## config.mk

```make
export PLATFORM = sky130hd
export DESIGN_NAME = regfile_write_bank_flat
export DESIGN_NICKNAME = d
export VERILOG_FILES = /design/src/rtl/regfile_pkg.sv /design/src/rtl/regfile_write_bank_if.sv /design/src/rtl/write_decoder.sv /design/src/rtl/regfile_write_bank.sv /design/src/flat_wrapper.sv
export SDC_FILE = /design/constraint.sdc
export NUM_CORES = 1
export LEC_CHECK = 0
export CORE_AREA = 2 2 429 431
export CTS_BUF_LIST = sky130_fd_sc_hd__clkbuf_8
export DETAILED_ROUTE_END_ITERATION = 8
export DIE_AREA = 0 0 431 433
export PLACE_DENSITY = 0.44
export SKIP_LAST_GASP = 1
export SLEW_MARGIN = 0
export SYNTH_ARGS = -nofsm -noshare
export SYNTH_HDL_FRONTEND = slang
export SYNTH_SLANG_ARGS = --single-unit
```

## constraint.sdc

```tcl
create_clock -name clk -period 5.8 [get_ports clk]
set_clock_uncertainty 0.1 [all_clocks]
set_input_delay 1.45 -clock clk [delete_from_list [all_inputs] [get_ports clk]]
set_output_delay 1.45 -clock clk [all_outputs]
set_load 0.1 [all_outputs]
```

## src/rtl/regfile_pkg.sv

```systemverilog
// regfile_pkg: shared widths, write-back entry and queue-occupancy types for the register-file write side.
package regfile_pkg;
  localparam int DATA_W = 32;
  localparam int ADDR_W = 5;
  localparam int NUM_REGS = 2 ** ADDR_W;
  localparam int QDEPTH = 2;
  typedef struct packed {
    logic [ADDR_W-1:0] addr;
    logic [DATA_W-1:0] data;
  } wb_entry_t;
  typedef enum logic [$clog2(QDEPTH+1)-1:0] {EMPTY, ONE, FULL} qstate_t;
endpackage

```

## src/rtl/regfile_write_bank_if.sv

```systemverilog
// regfile_write_bank_if: write-back request handshake from the pipeline into the register file.
interface regfile_write_bank_if;
  import regfile_pkg::*;
  logic wr_valid;
  logic wr_ready;
  logic [ADDR_W-1:0] wr_addr;
  logic [DATA_W-1:0] wr_data;
  modport master (output wr_valid, wr_addr, wr_data, input wr_ready);
  modport slave (input wr_valid, wr_addr, wr_data, output wr_ready);
endinterface

```

## src/rtl/write_decoder.sv

```systemverilog
// write_decoder: 5-to-32 one-hot enable decoder; register 0 is never selected.
module write_decoder
  import regfile_pkg::*;
(
  input  logic              en,
  input  logic [ADDR_W-1:0] addr,
  output logic [NUM_REGS-1:0] onehot
);
  assign onehot = (en && addr != '0) ? NUM_REGS'(1) << addr : '0;
endmodule

```

## src/rtl/regfile_write_bank.sv

```systemverilog
// regfile_write_bank: 2-entry in-order write-back queue committing into 32x32 registers with pending bitmap.
module regfile_write_bank
  import regfile_pkg::*;
(
  input  logic clk,
  input  logic rst_n,
  regfile_write_bank_if.slave bus,
  input  logic drain_en,
  input  logic flush,
  output logic [NUM_REGS-1:0] pending,
  output logic [DATA_W-1:0] Q0, Q1, Q2, Q3, Q4, Q5, Q6, Q7,
  output logic [DATA_W-1:0] Q8, Q9, Q10, Q11, Q12, Q13, Q14, Q15,
  output logic [DATA_W-1:0] Q16, Q17, Q18, Q19, Q20, Q21, Q22, Q23,
  output logic [DATA_W-1:0] Q24, Q25, Q26, Q27, Q28, Q29, Q30, Q31
);
  qstate_t state, state_nx;
  wb_entry_t ent [2];
  logic hd, enq, com;
  logic [NUM_REGS-1:0] we, pend_h, pend_t;
  logic [DATA_W-1:0] regs [NUM_REGS];
  assign bus.wr_ready = state != FULL && !flush;
  assign enq = bus.wr_valid && bus.wr_ready && bus.wr_addr != '0;
  assign com = state != EMPTY && drain_en && !flush;
  always_comb begin
    state_nx = flush ? EMPTY :
               state == EMPTY ? (enq ? ONE : EMPTY) :
               state == ONE ? (enq == com ? ONE : enq ? FULL : EMPTY) :
               (com ? ONE : FULL);
  end
  // Tail slot is the head itself when empty, otherwise the other slot.
  always_ff @(posedge clk or negedge rst_n) begin
    if (!rst_n) begin
      state <= EMPTY;
      hd <= 1'b0;
      ent[0] <= '0;
      ent[1] <= '0;
    end else begin
      state <= state_nx;
      hd <= com ? !hd : hd;
      if (enq) ent[state == EMPTY ? hd : !hd] <= '{bus.wr_addr, bus.wr_data};
    end
  end
  write_decoder u_commit (.en(com), .addr(ent[hd].addr), .onehot(we));
  write_decoder u_pend_h (.en(state != EMPTY), .addr(ent[hd].addr), .onehot(pend_h));
  write_decoder u_pend_t (.en(state == FULL), .addr(ent[!hd].addr), .onehot(pend_t));
  assign pending = pend_h | pend_t;
  // we[0] is always 0, so regs[0] stays at its reset value and folds to a constant.
  always_ff @(posedge clk or negedge rst_n) begin
    if (!rst_n) begin
      for (int i = 0; i < NUM_REGS; i++) regs[i] <= '0;
    end else begin
      for (int i = 0; i < NUM_REGS; i++) if (we[i]) regs[i] <= ent[hd].data;
    end
  end
  assign Q0 = regs[0];   assign Q1 = regs[1];   assign Q2 = regs[2];   assign Q3 = regs[3];
  assign Q4 = regs[4];   assign Q5 = regs[5];   assign Q6 = regs[6];   assign Q7 = regs[7];
  assign Q8 = regs[8];   assign Q9 = regs[9];   assign Q10 = regs[10]; assign Q11 = regs[11];
  assign Q12 = regs[12]; assign Q13 = regs[13]; assign Q14 = regs[14]; assign Q15 = regs[15];
  assign Q16 = regs[16]; assign Q17 = regs[17]; assign Q18 = regs[18]; assign Q19 = regs[19];
  assign Q20 = regs[20]; assign Q21 = regs[21]; assign Q22 = regs[22]; assign Q23 = regs[23];
  assign Q24 = regs[24]; assign Q25 = regs[25]; assign Q26 = regs[26]; assign Q27 = regs[27];
  assign Q28 = regs[28]; assign Q29 = regs[29]; assign Q30 = regs[30]; assign Q31 = regs[31];
endmodule

```

## src/flat_wrapper.sv

```systemverilog
// flat-port wrapper written by rule: the top's interface ports become plain ports
module regfile_write_bank_flat import regfile_pkg::*;
  (clk, rst_n, drain_en, flush, pending, Q0, Q1, Q2, Q3, Q4, Q5, Q6, Q7, Q8, Q9, Q10, Q11, Q12, Q13, Q14, Q15, Q16, Q17, Q18, Q19, Q20, Q21, Q22, Q23, Q24, Q25, Q26, Q27, Q28, Q29, Q30, Q31, bus_wr_valid, bus_wr_addr, bus_wr_data, bus_wr_ready);
  regfile_write_bank_if bus_i ();
  input  logic clk;
  input  logic rst_n;
  input  logic drain_en;
  input  logic flush;
  output logic [NUM_REGS-1:0] pending;
  output logic [DATA_W-1:0] Q0;
  output logic [DATA_W-1:0] Q1;
  output logic [DATA_W-1:0] Q2;
  output logic [DATA_W-1:0] Q3;
  output logic [DATA_W-1:0] Q4;
  output logic [DATA_W-1:0] Q5;
  output logic [DATA_W-1:0] Q6;
  output logic [DATA_W-1:0] Q7;
  output logic [DATA_W-1:0] Q8;
  output logic [DATA_W-1:0] Q9;
  output logic [DATA_W-1:0] Q10;
  output logic [DATA_W-1:0] Q11;
  output logic [DATA_W-1:0] Q12;
  output logic [DATA_W-1:0] Q13;
  output logic [DATA_W-1:0] Q14;
  output logic [DATA_W-1:0] Q15;
  output logic [DATA_W-1:0] Q16;
  output logic [DATA_W-1:0] Q17;
  output logic [DATA_W-1:0] Q18;
  output logic [DATA_W-1:0] Q19;
  output logic [DATA_W-1:0] Q20;
  output logic [DATA_W-1:0] Q21;
  output logic [DATA_W-1:0] Q22;
  output logic [DATA_W-1:0] Q23;
  output logic [DATA_W-1:0] Q24;
  output logic [DATA_W-1:0] Q25;
  output logic [DATA_W-1:0] Q26;
  output logic [DATA_W-1:0] Q27;
  output logic [DATA_W-1:0] Q28;
  output logic [DATA_W-1:0] Q29;
  output logic [DATA_W-1:0] Q30;
  output logic [DATA_W-1:0] Q31;
  input wire logic [$bits(bus_i.wr_valid)-1:0] bus_wr_valid;
  input wire logic [$bits(bus_i.wr_addr)-1:0] bus_wr_addr;
  input wire logic [$bits(bus_i.wr_data)-1:0] bus_wr_data;
  output wire logic [$bits(bus_i.wr_ready)-1:0] bus_wr_ready;
  assign bus_i.wr_valid = bus_wr_valid;
  assign bus_i.wr_addr = bus_wr_addr;
  assign bus_i.wr_data = bus_wr_data;
  assign bus_wr_ready = bus_i.wr_ready;
  regfile_write_bank u_core (.clk(clk), .rst_n(rst_n), .bus(bus_i), .drain_en(drain_en), .flush(flush), .pending(pending), .Q0(Q0), .Q1(Q1), .Q2(Q2), .Q3(Q3), .Q4(Q4), .Q5(Q5), .Q6(Q6), .Q7(Q7), .Q8(Q8), .Q9(Q9), .Q10(Q10), .Q11(Q11), .Q12(Q12), .Q13(Q13), .Q14(Q14), .Q15(Q15), .Q16(Q16), .Q17(Q17), .Q18(Q18), .Q19(Q19), .Q20(Q20), .Q21(Q21), .Q22(Q22), .Q23(Q23), .Q24(Q24), .Q25(Q25), .Q26(Q26), .Q27(Q27), .Q28(Q28), .Q29(Q29), .Q30(Q30), .Q31(Q31));
endmodule
```

**Word level (Yosys, flattened, before mapping)**

Index checks and enable logic that the tools add are counted.

- Bits in registers: 1101
- Logic and storage cells: 88

- Order comparisons: 4
- Eq/ne operators: 4
- Shift operators: 2
- Muxes and demuxes: 20
- Bitwise logic cells: 4
- Reduce and logical (&&, ||, !) cells: 16

Operator list:

| operator | count |
|---|---|
| 2-to-1 mux 37 bit | 7 |
| 2-to-1 mux 32 bit | 3 |
| bitwise mux 74 bit | 1 |
| left shift 1 x 5 -> 32 bit, first input constant | 2 |
| demux 37 bit (select 1 bit) | 1 |
| OR 32 bit | 1 |
| nonzero test 5 bit | 3 |
| 2-to-1 mux 2 bit | 6 |
| logical AND 1 bit | 9 |
| greater-or-equal comparator 2 bit, second input constant | 3 |
| inverter 1 -> 2 bit | 3 |
| == test 2 x 1 -> 1 bit, second input constant | 1 |
| == test 2 bit, second input constant | 1 |
| zero test 1 bit | 2 |
| zero test 2 bit | 1 |
| < comparator 2 x 1 -> 1 bit, second input constant | 1 |
| 2-to-1 mux 1 bit | 2 |
| inequality test 2 bit, second input constant | 1 |
| nonzero test 2 bit | 1 |
| == test 1 bit | 1 |

**Logic depth before layout (Yosys ltp)**

Gate-level depths: netlist of the first run.

- Depth in word-level cells: 9
- Gate-level depth with buffers: 9
- Depth with buffers taken out: 7

**Cells and area by module**

A second synthesis of the first run with hierarchy kept.

- Cell total of the unflattened synthesis: 3799
- Area, all modules: 40338.7 µm²

By module, submodules not included:

| module | instances | cells each | area an instance (µm²) |
|---|---|---|---|
| regfile_write_bank | 1 | 3655 | 39625.5 |
| write_decoder | 3 | 48 | 237.7 |

**Worst setup path before layout of the first run**

Ideal clock, no wire load.

- Kind: register -> output
- Start: register u_core.hd
- End: output pending[1]
- Arrival: 3.969 ns
- Data required time: 4.250 ns
- Path slack: 0.281 ns
- Stages on the path, launching flop included: 9
- Buffers on the path: 5
- Cells stage by stage: dfrtp_1 -> buf_6 -> buf_4 -> buf_4 -> buf_2 -> buf_2 -> mux2i_1 -> nand2_1 -> o32ai_1

- Longest elaborated chain between the ends: 9

RTL lines:

| element | line | source |
|---|---|---|
| start: declaration | regfile_write_bank.sv:18 | `logic hd, enq, com;` |
| start signal: assignment | regfile_write_bank.sv:39 | `hd <= com ? !hd : hd;` |
| zero test 1 bit | regfile_write_bank.sv:45 | `write_decoder u_pend_t (.en(state == FULL), .addr(ent[!hd].addr), .onehot(pend_t));` |
| inverter 1 -> 2 bit | regfile_write_bank.sv:45 |  |
| 2-to-1 mux 37 bit (implied by the code) (3 in series) | regfile_write_bank.sv:45 |  |
| nonzero test 5 bit | write_decoder.sv:9 | `assign onehot = (en && addr != '0) ? NUM_REGS'(1) << addr : '0;` |
| logical AND 1 bit | write_decoder.sv:9 |  |
| 2-to-1 mux 32 bit | write_decoder.sv:9 |  |
| OR 32 bit * | regfile_write_bank.sv:46 | `assign pending = pend_h \| pend_t;` |
| end: declaration | flat_wrapper.sv:9 | `output logic [NUM_REGS-1:0] pending;` |

Mark *: on every way between the ends. The rest lies on a longest branch, timed or not. The select of a mux whose other input is x is not followed.

**Worst setup path in the final report of the first run**

- Start: register u_core.hd
- End: output pending[28]

The elaborated chain is that of the path after synthesis.

==> results.cfg, run 1 <==
[timing]
rsz0062_at_grt = no
period_needed_ns = 5.51
tightest_slew_ns = 1.17
holdWs_ns = 0.272
setup_tns_ns = 0
setup-violations-final = 0
hold_viol_final = 0
fmax_mhz = 182
drv_slew = 0
fin_crit_sh = 0.950
slew_headroom = 0.216

[synth]
synth_common_cells = 1101 x dfrtp_1, 1037 x mux2_2, 167 x clkbuf_1
ys_top_cells_by_area = dfrtp_1 65%, mux2_2 28%, clkbuf_1 1.5%, mux2_4 1.5%, buf_2 0.78%
synthArstFlopShare = 1.00
syn_inst = 2629
synthFlopType = dfrtp_1
yosysUniqueCellTypes = 50
synth_top_area_frac = 0.649
yosys.area.top_type = dfrtp_1
yosysWarnings = 0
synth_edf_count = 0
synth.avg_cell_area_sq_um = 16.1
synth_nets = 2672
synth_area_sq_um = 42400
yosysSeqAreaShare = 0.649
yosysMostFrequentCell = dfrtp_1
yosys_register_bits = 1101

[setup_path]
cp_data_arrival_time_ns = 3.96
cp_max_fo = 56
crit_path_start_kind = flop
timing.critical_path.to_type = output port
cp-startpoint = u_core.hd$_DFFE_PN0P_
path_class = flop to output port
worstRegToRegCells = 5
crit_required_ns = 4.25
timing.rr.start = u_core.hd$_DFFE_PN0P_

[global_routing]
grt_pass1_wl_mm = 249
grt_usage = 0.192
use_met1 = 0.214
met2_usage = 0.343
antenna_found_initial = 30
grt_use_met3 = 0.0597
grt-ovfl-total = 0
grt_max_degree = 142
top_usage_layer = met2
grt_pass1_vias = 28800

[clock_tree]
cts_tree = built
cts.sinks = 1101
numCtsBuffers = 203
worst_skew_pair.late_latency_ns = 0.96
path_clk_slew_ns = 0.06
clock_path_buffers = 3
postCtsHoldBufs = 0
post-cts-setup-buffers = 0
cts_root_buffer = clkbuf_8
ctsHtreeMaxLevel = 4
cts_resized = 0

[drt]
dr.pass1.iters = 4
ant_nets = 0
drc = 0
postRouteWirelength_mm = 182
wl_per_cell_um = 28.9
drtIter0Drc = 1127
via_count = 27200
routed_via_density = 4.30

[finish]
final_layout_size_suffix_gt1_frac = 0.386
regMostFlops = u_core.ent
instances_no_fill = 6320
fin_nets = 3805
area_growth_pct = 41.7
largest_reg_flops = 74
final_area_sq_um = 60100

[pwr]
p_leak_uw = 0.0284
peakVddDrop_mv = 0.308
cellPowerDensity_nw_per_um2 = 612

[floorplan]
rows = 157
die_h_um = 433
pin_count = 1099
initial_utilization = 0.233
die_w_um = 431
fp.dieArea_sq_um = 187000
core-area_sq_um = 182000

[placement]
io_buffers = 1097
place_inst = 5942
gp_congestion = 0.826
dpl.hpwl_mm = 126
placed_cell_area_sq_um = 56000

[hold_path]
min_path_type = flop to flop
holdPathStages = 0
worstHoldStart = u_core.Q0[0]$_DFFE_PN0P_

[outcome]
outcome = finished, final reports clean

[job]
maxCapViolations = 0
## metrics by stage
stage | setup WS [ns] | power (uW) | utilization
2_1_floorplan | 0.281 | 23000 | -
3_3_place_gp | 1.09 | 29800 | 0.308
3_5_place_dp | 1.10 | 29900 | 0.308
4_1_cts | 0.0995 | 37500 | 0.330
5_1_grt | 0.0218 | 38300 | 0.330
6_report | 0.291 | 36800 | 0.330
## kinds of logic after synthesis
| group | share of synthesized area |
|---|---|
| adder cells (fa/ha/maj) | 0.000295 |
| flip-flops | 0.649 |
| XOR/XNOR | 0.000413 |
| multiplexers | 0.297 |
| buffers and inverters | 0.0278 |
| AO/OA/AOI/OAI | 0.0105 |
| AND/OR/NAND/NOR | 0.0143 |
| other | 0.0000884 |
## metal layers
metal  up-vias  part of all wire
li1      11600                 -
met1     14500              0.38
met2       865              0.52
met3       254             0.065
met4         0             0.031
met5         -                 0
## area by class of cell
cell class / instances / area (sq um)
diodes: 21 / 52.6
clock buffers: 250 / 3440
fillers: 18100 / 122000
inverters: 5 / 18.8
multi-input cells: 1271 / 13900
well taps: 2385 / 2980
clock inverters: 107 / 573
flip-flops and latches: 1101 / 27600
repair buffers: 1180 / 11600
## worst max-delay path, stage by stage, from the launching register on
cell and delay, ns:
dfrtp_4 0.84, and3b_1 0.26, or2_0 0.74, nand2_1 0.25, o22ai_1 0.48, buf_4 0.40
## layout by cell type, fill, tap and decap left out, types with 3 or more instances in the layout
| cell type | n |
|---|---|
| a32oi_1 | 4 |
| nor3_4 | 7 |
| nor2_1 | 12 |
| clkinvlp_4 | 4 |
| dfrtp_1 | 1100 |
| a21oi_1 | 4 |
| nand4_1 | 4 |
| nand2_4 | 3 |
| mux2_2 | 1035 |
| nand3_1 | 5 |
| clkbuf_8 | 250 |
| diode_2 | 21 |
| o2111ai_1 | 3 |
| buf_4 | 109 |
| mux2_4 | 43 |
| mux2i_1 | 5 |
| nor3_1 | 3 |
| nand2_1 | 20 |
| buf_12 | 7 |
| nand3_2 | 4 |
| inv_1 | 85 |
| nor2_4 | 7 |
| o22ai_1 | 22 |
| inv_8 | 6 |
| o32ai_1 | 10 |
| clkdlybuf4s50_1 | 1063 |
| clkinv_2 | 9 |
| nand3_4 | 3 |
| mux2_1 | 24 |
| nand2b_1 | 12 |
## worst paths after layout
path | to | slack, ns
setup / recovery | pending[28] | 0.29
hold / removal | u_core.Q0[0]$_DFFE_PN0P_ | 0.27
setup reg to reg | u_core.Q4[8]$_DFFE_PN0P_ | 1.70
hold reg to reg | u_core.Q0[0]$_DFFE_PN0P_ | 0.27
max in group asynchronous | u_core.Q3[5]$_DFFE_PN0P_ | 3.73
min in group asynchronous | u_core.Q8[1]$_DFFE_PN0P_ | 0.36
## where the power goes
group / internal [uW] / leakage (uW) / switching [uW] / total (uW)
combinational: 3930 / 0.0109 / 15200 / 19100
clock: 3970 / 0.00236 / 3490 / 7460
sequential: 9250 / 0.0151 / 966 / 10200
total: 17100 / 0.0284 / 19700 / 36800
(Power assumes the default switching activity.)
==> run 2: changes to the inputs <==
--- a/config.mk
+++ b/config.mk
@@ -5,11 +5,13 @@
 export SDC_FILE = /design/constraint.sdc
 export NUM_CORES = 1
 export LEC_CHECK = 0
+export CAP_MARGIN = 20
 export CORE_AREA = 2 2 429 431
 export CTS_BUF_LIST = sky130_fd_sc_hd__clkbuf_8
 export DETAILED_ROUTE_END_ITERATION = 8
 export DIE_AREA = 0 0 431 433
 export PLACE_DENSITY = 0.44
+export RECOVER_POWER = 100
 export SKIP_LAST_GASP = 1
 export SLEW_MARGIN = 0
 export SYNTH_ARGS = -nofsm -noshare
==> results.cfg, run 2 (same netlist as run 1, synthesis figures left out) <==
[clock_tree]
cts_tree = built
path_clk_slew_ns = 0.06
numCtsBuffers = 202
cts.sinks = 1101
worst_skew_pair.late_latency_ns = 0.95
cts_root_buffer = clkbuf_8
postCtsHoldBufs = 0
ctsHtreeMaxLevel = 4
clock_path_buffers = 3

[finish]
largest_reg_flops = 74
multi_input_area_sq_um = 13600
mostFrequentLayoutCells = 1100 x dfrtp_1, 1035 x mux2_2, 1024 x dlygate4sd3_1
regMostFlops = u_core.ent
fin_nets = 3806
final_common_cell = dfrtp_1
area_growth_pct = 40.8
n_fill_cell = 18200
area.sequential_sq_um = 27600
final_layout_size_suffix_gt1_frac = 0.364

[timing]
period_needed_ns = 5.56
setup-violations-final = 0
fin_ws_ns = 0.244
tightest_slew_ns = 3.39
fin_crit_sh = 0.958
fmax_mhz = 180
slew_headroom = -1.26
drv_slew = 1689
setup_tns_ns = 0
rsz0062_at_grt = no
hold_viol_final = 0

[setup_path]
cp_data_arrival_time_ns = 4.01
crit_path_start_kind = flop
timing.critical_path.to_type = output port
crit_slowest_cell = o22ai_1
path_cells = nand2_1 > o22ai_1 > nand2_1 > o32ai_1 > buf_2
crit_family = compound AO/OA/AOI/OAI gates
crit_required_ns = 4.25
slowest_delay_ns = 0.88
critPathBufInv = 1
cp_max_fo = 56
path_class = flop to output port
worst_path_most_repeated_cell = nand2_1

[floorplan]
initial_utilization = 0.233
rows = 157
die_w_um = 431
die_h_um = 433
fp.dieArea_sq_um = 187000
core-area_sq_um = 182000
pin_count = 1099

[drt]
dr.pass1.iters = 4
wl_per_cell_um = 28.9
via_count = 27300
ant_nets = 0
routed_via_density = 4.32
drtIter0Drc = 1143
postRouteWirelength_mm = 182
drc = 0

[global_routing]
grt-ovfl-total = 0
grt_max_degree = 142
grt_usage = 0.193
grt_pass1_wl_mm = 250
antenna_found_initial = 30
grt_pass1_vias = 28900

[hold_path]
min_path_type = flop to flop

[placement]
dpl.hpwl_mm = 126
gp_congestion = 0.826
dpl_worst_slack_ns = 1.09
io_buffers = 1097

[pwr]
p_leak_uw = 0.0316
peakVddDrop_mv = 0.308
cellPowerDensity_nw_per_um2 = 612
p_total_uw = 36600

[outcome]
failed_checks = capacitance limit, slew limit
outcome = finished with violations

[job]
maxCapViolations = 42
-- run 2: final timing paths --
path,depth (start not counted),to,from,slack (ns)
setup / recovery,5,pending[13],u_core.hd$_DFFE_PN0P_,0.24
hold / removal,0,u_core.Q0[0]$_DFFE_PN0P_,u_core.Q0[0]$_DFFE_PN0P_,0.27
setup reg to reg,5,u_core.Q4[30]$_DFFE_PN0P_,u_core.hd$_DFFE_PN0P_,0.44
hold reg to reg,0,u_core.Q0[0]$_DFFE_PN0P_,u_core.Q0[0]$_DFFE_PN0P_,0.27
max in group asynchronous,2,u_core.Q24[15]$_DFFE_PN0P_,rst_n,1.04
min in group asynchronous,1,u_core.Q8[2]$_DFFE_PN0P_,rst_n,1.11
-- run 2: what timing repair did --
action	CTS	global route
setup endpoints to repair	0	1
buffers inserted	0	0
resized for setup	0	1
-- run 2: metrics by stage --
step | hold slack (ns) | cell area (sq um) | util | instances
final | 0.268 | 59700 | 0.328 | 6324
after global placement | 0.264 | 56000 | 0.308 | 5942
after CTS | 0.277 | 60400 | 0.332 | 6313
after floorplan | 0.375 | 42400 | - | 2629
after detailed placement | 0.264 | 56100 | 0.308 | 5943
after global routing | 0.279 | 59700 | 0.328 | 6319
-- run 2: final cells by class --
type                    count  area share
well taps                2385      0.0500
clock buffers             263      0.0606
repair buffers           1182       0.189
flip-flops and latches   1101       0.461
diodes                     10    0.000419
inverters                   5    0.000314
clock inverters           107      0.0117
multi-input cells        1271       0.227
-- run 2: routing by layer --
| layer | share of wire | GRT usage |
|---|---|---|
| met1 | 0.38 | 0.217 |
| met2 | 0.52 | 0.344 |
| met3 | 0.066 | 0.0552 |
| met4 | 0.036 | 0.0714 |
| met5 | 0 | 0 |
-- run 2: where the power goes --
part | internal [uW] | total [uW] | switching, uW
Sequential | 9250 | 10100 | 901
Clock | 4340 | 7890 | 3550
Combinational | 3400 | 18500 | 15100
Total | 17000 | 36600 | 19600
